## src/rtl/if_fetch_stage.sv

```systemverilog
// Instruction-fetch stage: owns the PC, issues one outstanding imem request at a
// time, and loads the IF/ID register. A one-entry buffer keeps a response that
// arrives during Freeze, and redirects discard any response still in flight.
module if_fetch_stage #(
    parameter logic [31:0] RESET_PC = 32'h0000_0000
) (
    input  logic        clk,
    input  logic        rst,
    input  logic        Freeze,
    input  logic        Branch_taken,
    input  logic [31:0] Branch_addr,
    output logic        imem_req,
    output logic [31:0] imem_addr,
    input  logic        imem_ready,
    input  logic        imem_rvalid,
    input  logic [31:0] imem_rdata,
    output logic [31:0] instruction,
    output logic [31:0] PC_out,
    output logic        if_valid
);

    typedef enum logic [2:0] {IDLE, REQ, WAIT, DROP, HOLD} state_t;

    localparam logic [31:0] START_PC = RESET_PC & ~32'h3;

    state_t      state_q, state_d;
    logic [31:0] pc_q, pc_d;
    logic [31:0] fetch_pc_q, fetch_pc_d;
    logic [31:0] hold_q, hold_d;
    logic [31:0] instr_q, instr_d;
    logic [31:0] pc_out_q, pc_out_d;
    logic        valid_q, valid_d;

    logic        accept;
    logic        new_instr;
    logic [31:0] new_data;
    logic [31:0] br_tgt;
    logic [31:0] seq_pc;

    assign accept    = (state_q == REQ) && imem_ready;
    assign br_tgt    = Branch_addr & ~32'h3;
    assign seq_pc    = fetch_pc_q + 32'd4;  // wraps modulo 2^32
    assign imem_req  = (state_q == REQ);
    assign imem_addr = pc_q;

    // Fetch FSM: next state, PC, captured fetch address and hold buffer.
    always_comb begin
        state_d    = state_q;
        pc_d       = pc_q;
        fetch_pc_d = fetch_pc_q;
        hold_d     = hold_q;
        new_instr  = 1'b0;
        new_data   = imem_rdata;
        case (state_q)
            IDLE: begin
                pc_d    = START_PC;
                state_d = REQ;
            end
            REQ: begin
                if (accept) begin
                    if (Branch_taken) begin
                        // Request already left; its response must be drained.
                        pc_d    = br_tgt;
                        state_d = DROP;
                    end else begin
                        fetch_pc_d = pc_q;
                        state_d    = WAIT;
                    end
                end else if (Branch_taken) begin
                    pc_d = br_tgt;
                end
            end
            WAIT: begin
                if (Branch_taken) begin
                    pc_d    = br_tgt;
                    state_d = imem_rvalid ? REQ : DROP;
                end else if (imem_rvalid) begin
                    if (Freeze) begin
                        hold_d  = imem_rdata;
                        state_d = HOLD;
                    end else begin
                        new_instr = 1'b1;
                        pc_d      = seq_pc;
                        state_d   = REQ;
                    end
                end
            end
            DROP: begin
                if (Branch_taken) pc_d = br_tgt;
                if (imem_rvalid) state_d = REQ;
            end
            HOLD: begin
                if (Branch_taken) begin
                    pc_d    = br_tgt;
                    state_d = REQ;
                end else if (!Freeze) begin
                    new_instr = 1'b1;
                    new_data  = hold_q;
                    pc_d      = seq_pc;
                    state_d   = REQ;
                end
            end
            default: state_d = IDLE;
        endcase
    end

    // IF/ID register: branch flush beats freeze, which beats a new instruction.
    always_comb begin
        instr_d  = 32'h0;
        pc_out_d = pc_out_q;
        valid_d  = 1'b0;
        if (Branch_taken) begin
            pc_out_d = 32'h0;
        end else if (Freeze) begin
            instr_d = instr_q;
            valid_d = valid_q;
        end else if (new_instr) begin
            instr_d  = new_data;
            pc_out_d = seq_pc;
            valid_d  = 1'b1;
        end
    end

    // State and pipeline registers.
    always_ff @(posedge clk or negedge rst) begin
        if (!rst) begin
            state_q    <= IDLE;
            pc_q       <= START_PC;
            fetch_pc_q <= START_PC;
            hold_q     <= 32'h0;
            instr_q    <= 32'h0;
            pc_out_q   <= 32'h0;
            valid_q    <= 1'b0;
        end else begin
            state_q    <= state_d;
            pc_q       <= pc_d;
            fetch_pc_q <= fetch_pc_d;
            hold_q     <= hold_d;
            instr_q    <= instr_d;
            pc_out_q   <= pc_out_d;
            valid_q    <= valid_d;
        end
    end

    assign instruction = instr_q;
    assign PC_out      = pc_out_q;
    assign if_valid    = valid_q;

endmodule
```

## config.mk

```make
export PLATFORM = sky130hd
export DESIGN_NAME = if_fetch_stage
export DESIGN_NICKNAME = d
export VERILOG_FILES = /design/src/rtl/if_fetch_stage.sv
export SDC_FILE = /design/constraint.sdc
export NUM_CORES = 1
export LEC_CHECK = 0
export CELL_PAD_IN_SITES_DETAIL_PLACEMENT = 1
export CELL_PAD_IN_SITES_GLOBAL_PLACEMENT = 1
export CORE_UTILIZATION = 39
export DETAILED_ROUTE_END_ITERATION = 6
export PLACE_DENSITY_LB_ADDON = 0.1
export SLEW_MARGIN = 5
export SYNTH_ARGS = -nofsm -noshare
export SYNTH_HDL_FRONTEND = slang
export SYNTH_SLANG_ARGS = --single-unit
export TNS_END_PERCENT = 5
```

## constraint.sdc

```tcl
create_clock -name clk -period 3 [get_ports clk]
set_input_delay 0.6 -clock clk [delete_from_list [all_inputs] [get_ports clk]]
set_output_delay 0.6 -clock clk [all_outputs]
set_load 0.005 [all_outputs]
```

==> results.ini <==
[yosys]
synthesis.nets=747
synth_edf_count=0
syn-cell-area_mm2=0.00740
synthTopCellsByArea=dfrtp_1 55%, mux2_2 9.6%, o21ai_0 5.5%
synthAdderAreaFrac_pct=0.169
synth_top_area_cell=dfrtp_1
syn_avg_cell_area_um2=10.9
synthMuxAreaShare_pct=14.1
synthCells=676
synth_top_family_by_area=multiplexers
ys_ff_latch=164
synth.yosys.seq_area_share_pct=55.5
synthXorXnorAreaFrac_pct=2.72
ys_warn_count=0
ys_types=48
synthFlopType=dfrtp_1
synth-compound-area-share_pct=12.1
synth.top_cell.area_share_pct=55.5
synthArstFlopShare_pct=100
yosys.area_share.simple_pct=12.8

[sta]
slew_violations=0
rsz0062_at_grt=no
setup_viol=0
finalCritPeriodShare_pct=85.5
worst_pin_slew_ns=0.997
clock_skew_ns=0.00898
hold_viol=0
max_freq_mhz=390
fin_crit_ns=2.57
maxSlewHeadroom_pct=33.5
finalSetupTns_ns=0

[placed_design]
place_congestion=0.793
port-buffer-count=165
place_hpwl_um=15100

[critical_path]
worstSetupStartpointType=register
crit_start=fetch_pc_q[8]
crit_chain=nand4_2 > or4_1 > or4_1 > a21oi_1 > a221o_1
slowest_delay_ns=0.80
endpoint_kind=register
critPathRequiredTime_ns=3.36
r2r_slack_ns=0.43
crit_arrival_ns=2.92
reg2reg_to=imem_addr[29]
crit_type=reg -> reg
crit_path_max_fanout=11
r2r_start=fetch_pc_q[8]
crit_slowest_cell=or4_1
rr_worst_depth=5
path_common_cell=or4_1

[pwr]
clkPwrFrac_pct=31.9
p_leak_nw=4.13
internal_power_mw=4.66
switchingPower_mw=2.01
ir_drop_uv=424
sequentialPowerShare_pct=46.8
p_per_area_mw_per_mm2=669
swShare_pct=30.1
p_comb_share_pct=21.3

[cells_and_area]
antenna_cells=0
area_growth_pct=34.6
drive_gt1_share_pct=14.7
fill_cells=1986
final_cell_mix=164 x dfrtp_1, 164 x clkdlybuf4s50_1, 81 x o21ai_0
finish.utilization_pct=53.4
layout.nets=909

[cts]
postCtsSetupBuffers=0
cts.sinks=164
numCtsBuffers=17
cts_root_buf=clkbuf_16
cts_tree=built
path_clk_slew_ns=0.06
clockBufferDepth=2
htreeDepth=4
cts.hold.buffers_added=0
clk_latency_ns=0.42
cts-resized-gates=0

[drt]
drc=0
drt-pass1-iter-count=4
routed_wl_um=21500
drt-wirelength-per-cell_um=19.9
ant_nets=0
vias_per_cell=5.44
routed-via-count=5894
initialDrtViolationCount=334

[global_routing]
antenna_found_initial=0
grt_pass1_wl_um=35300
track_usage_pct=23.2
grt_pass1_vias=6580
grt.overflow.total=0
grt_start_max_net_pins=67

[flow_run]
drv_cap=0

[die]
die_w_um=140
die_y_um=140
ios=168
core_area_mm2=0.0186
dieArea_mm2=0.0195
initial_utilization_pct=39.7
rows=50

[outcome]
status=completed

[min_path]
hold_class=in -> async

==> power groups by stage <==
stage               Combinational [mW]  Clock (mW)  Sequential, mW
CTS                               1.44        2.19            3.12
global route                      1.56        2.28            3.19
detailed placement                1.43           0            3.15
global placement                  1.37           0            3.11
finish                            1.42        2.13            3.12
floorplan                        0.848           0            2.99
==> stage by stage <==
| stage | power [mW] | hold slack, ns | setup slack (ns) | instances | instance area [µm²] |
|---|---|---|---|---|---|
| after floorplan | 3.84 | 0.304 | 0.770 | 676 | 7400 |
| after global placement | 4.48 | 0.463 | 0.279 | 1053 | 9390 |
| after detailed placement | 4.57 | 0.469 | 0.254 | 1053 | 9390 |
| after CTS | 6.74 | 0.0655 | 0.435 | 1083 | 9960 |
| after global routing | 7.03 | 0.0767 | 0.334 | 1083 | 9960 |
| final | 6.66 | 0.0650 | 0.435 | 1083 | 9960 |
==> state kept, by name (all words and copies together), names as in the netlist <==
register and flops:
instruction 32, imem_addr 32, fetch_pc_q 32, if_valid 1, PC_out 32, hold_q 32
state_q 3
==> synthesized netlist by cell type, types with 2 or more instances <==
cell type and count:
a21o_1 6, a21oi_1 22, a221o_1 5, a221oi_1 4, a22o_1 3, a22oi_1 2
a2bb2oi_1 9, a31oi_1 2, and3_1 3, and4_1 4, buf_1 3, buf_2 7
clkbuf_1 33, dfrtp_1 164, inv_1 5, mux2_2 63, mux2i_1 33, nand2_1 73
nand3_1 41, nand3b_1 2, nand4_1 7, nand4_2 3, nor2_1 29, nor2b_1 4
nor3_1 10, nor4_1 6, o211ai_1 3, o21ai_0 81, o21ai_1 2, o31ai_1 2
or3_1 4, or4_1 4, xnor2_1 17, xor2_1 6
==> routing by layer <==
metal | track usage (%) | vias up | wire (µm) | part of all wire (%)
met5 | 0 | - | 0 | 0
met4 | 7.69 | 0 | 378 | 1.8
met3 | 6.40 | 23 | 1190 | 5.6
met2 | 40.3 | 136 | 11000 | 51
met1 | 27.7 | 2992 | 8980 | 42
li1 | - | 2743 | - | -
==> kinds of logic after synthesis <==
family | after synthesis
XOR/XNOR | 23
multiplexers | 96
buffers and inverters | 49
flip-flops | 164
AND/OR/NAND/NOR | 195
AO/OA/AOI/OAI | 148
adder cells (fa/ha/maj) | 1
==> critical path, delay by kind of cell (launching register included) <==
family / cells / cell delay, ns
DFF: 1 / 0.46
AOI/OAI and AO/OA: 2 / 0.38
and+or+nand+nor: 3 / 1.65
==> cell type report <==
cell class	count	area, µm²	area share, %
Tap cell	234	293	2.94
Inverter	5	18.8	0.189
Clock buffer	18	429	4.31
Sequential cell	164	4100	41.2
Clock inverter	12	135	1.36
Multi-Input combinational cell	463	3110	31.2
Timing Repair Buffer	187	1870	18.8
==> worst max path at each step <==
stage                               end  slack [ns]  cells past startpoint
after global routing      imem_addr[26]        0.33                      6
after detailed placement  imem_addr[20]        0.25                      6
after CTS                 imem_addr[29]        0.43                      5
after floorplan           imem_addr[22]        0.77                      7
after global placement    imem_addr[20]        0.28                      6
final                     imem_addr[29]        0.43                      5
No activity file was read; power rests on OpenSTA's default activity.
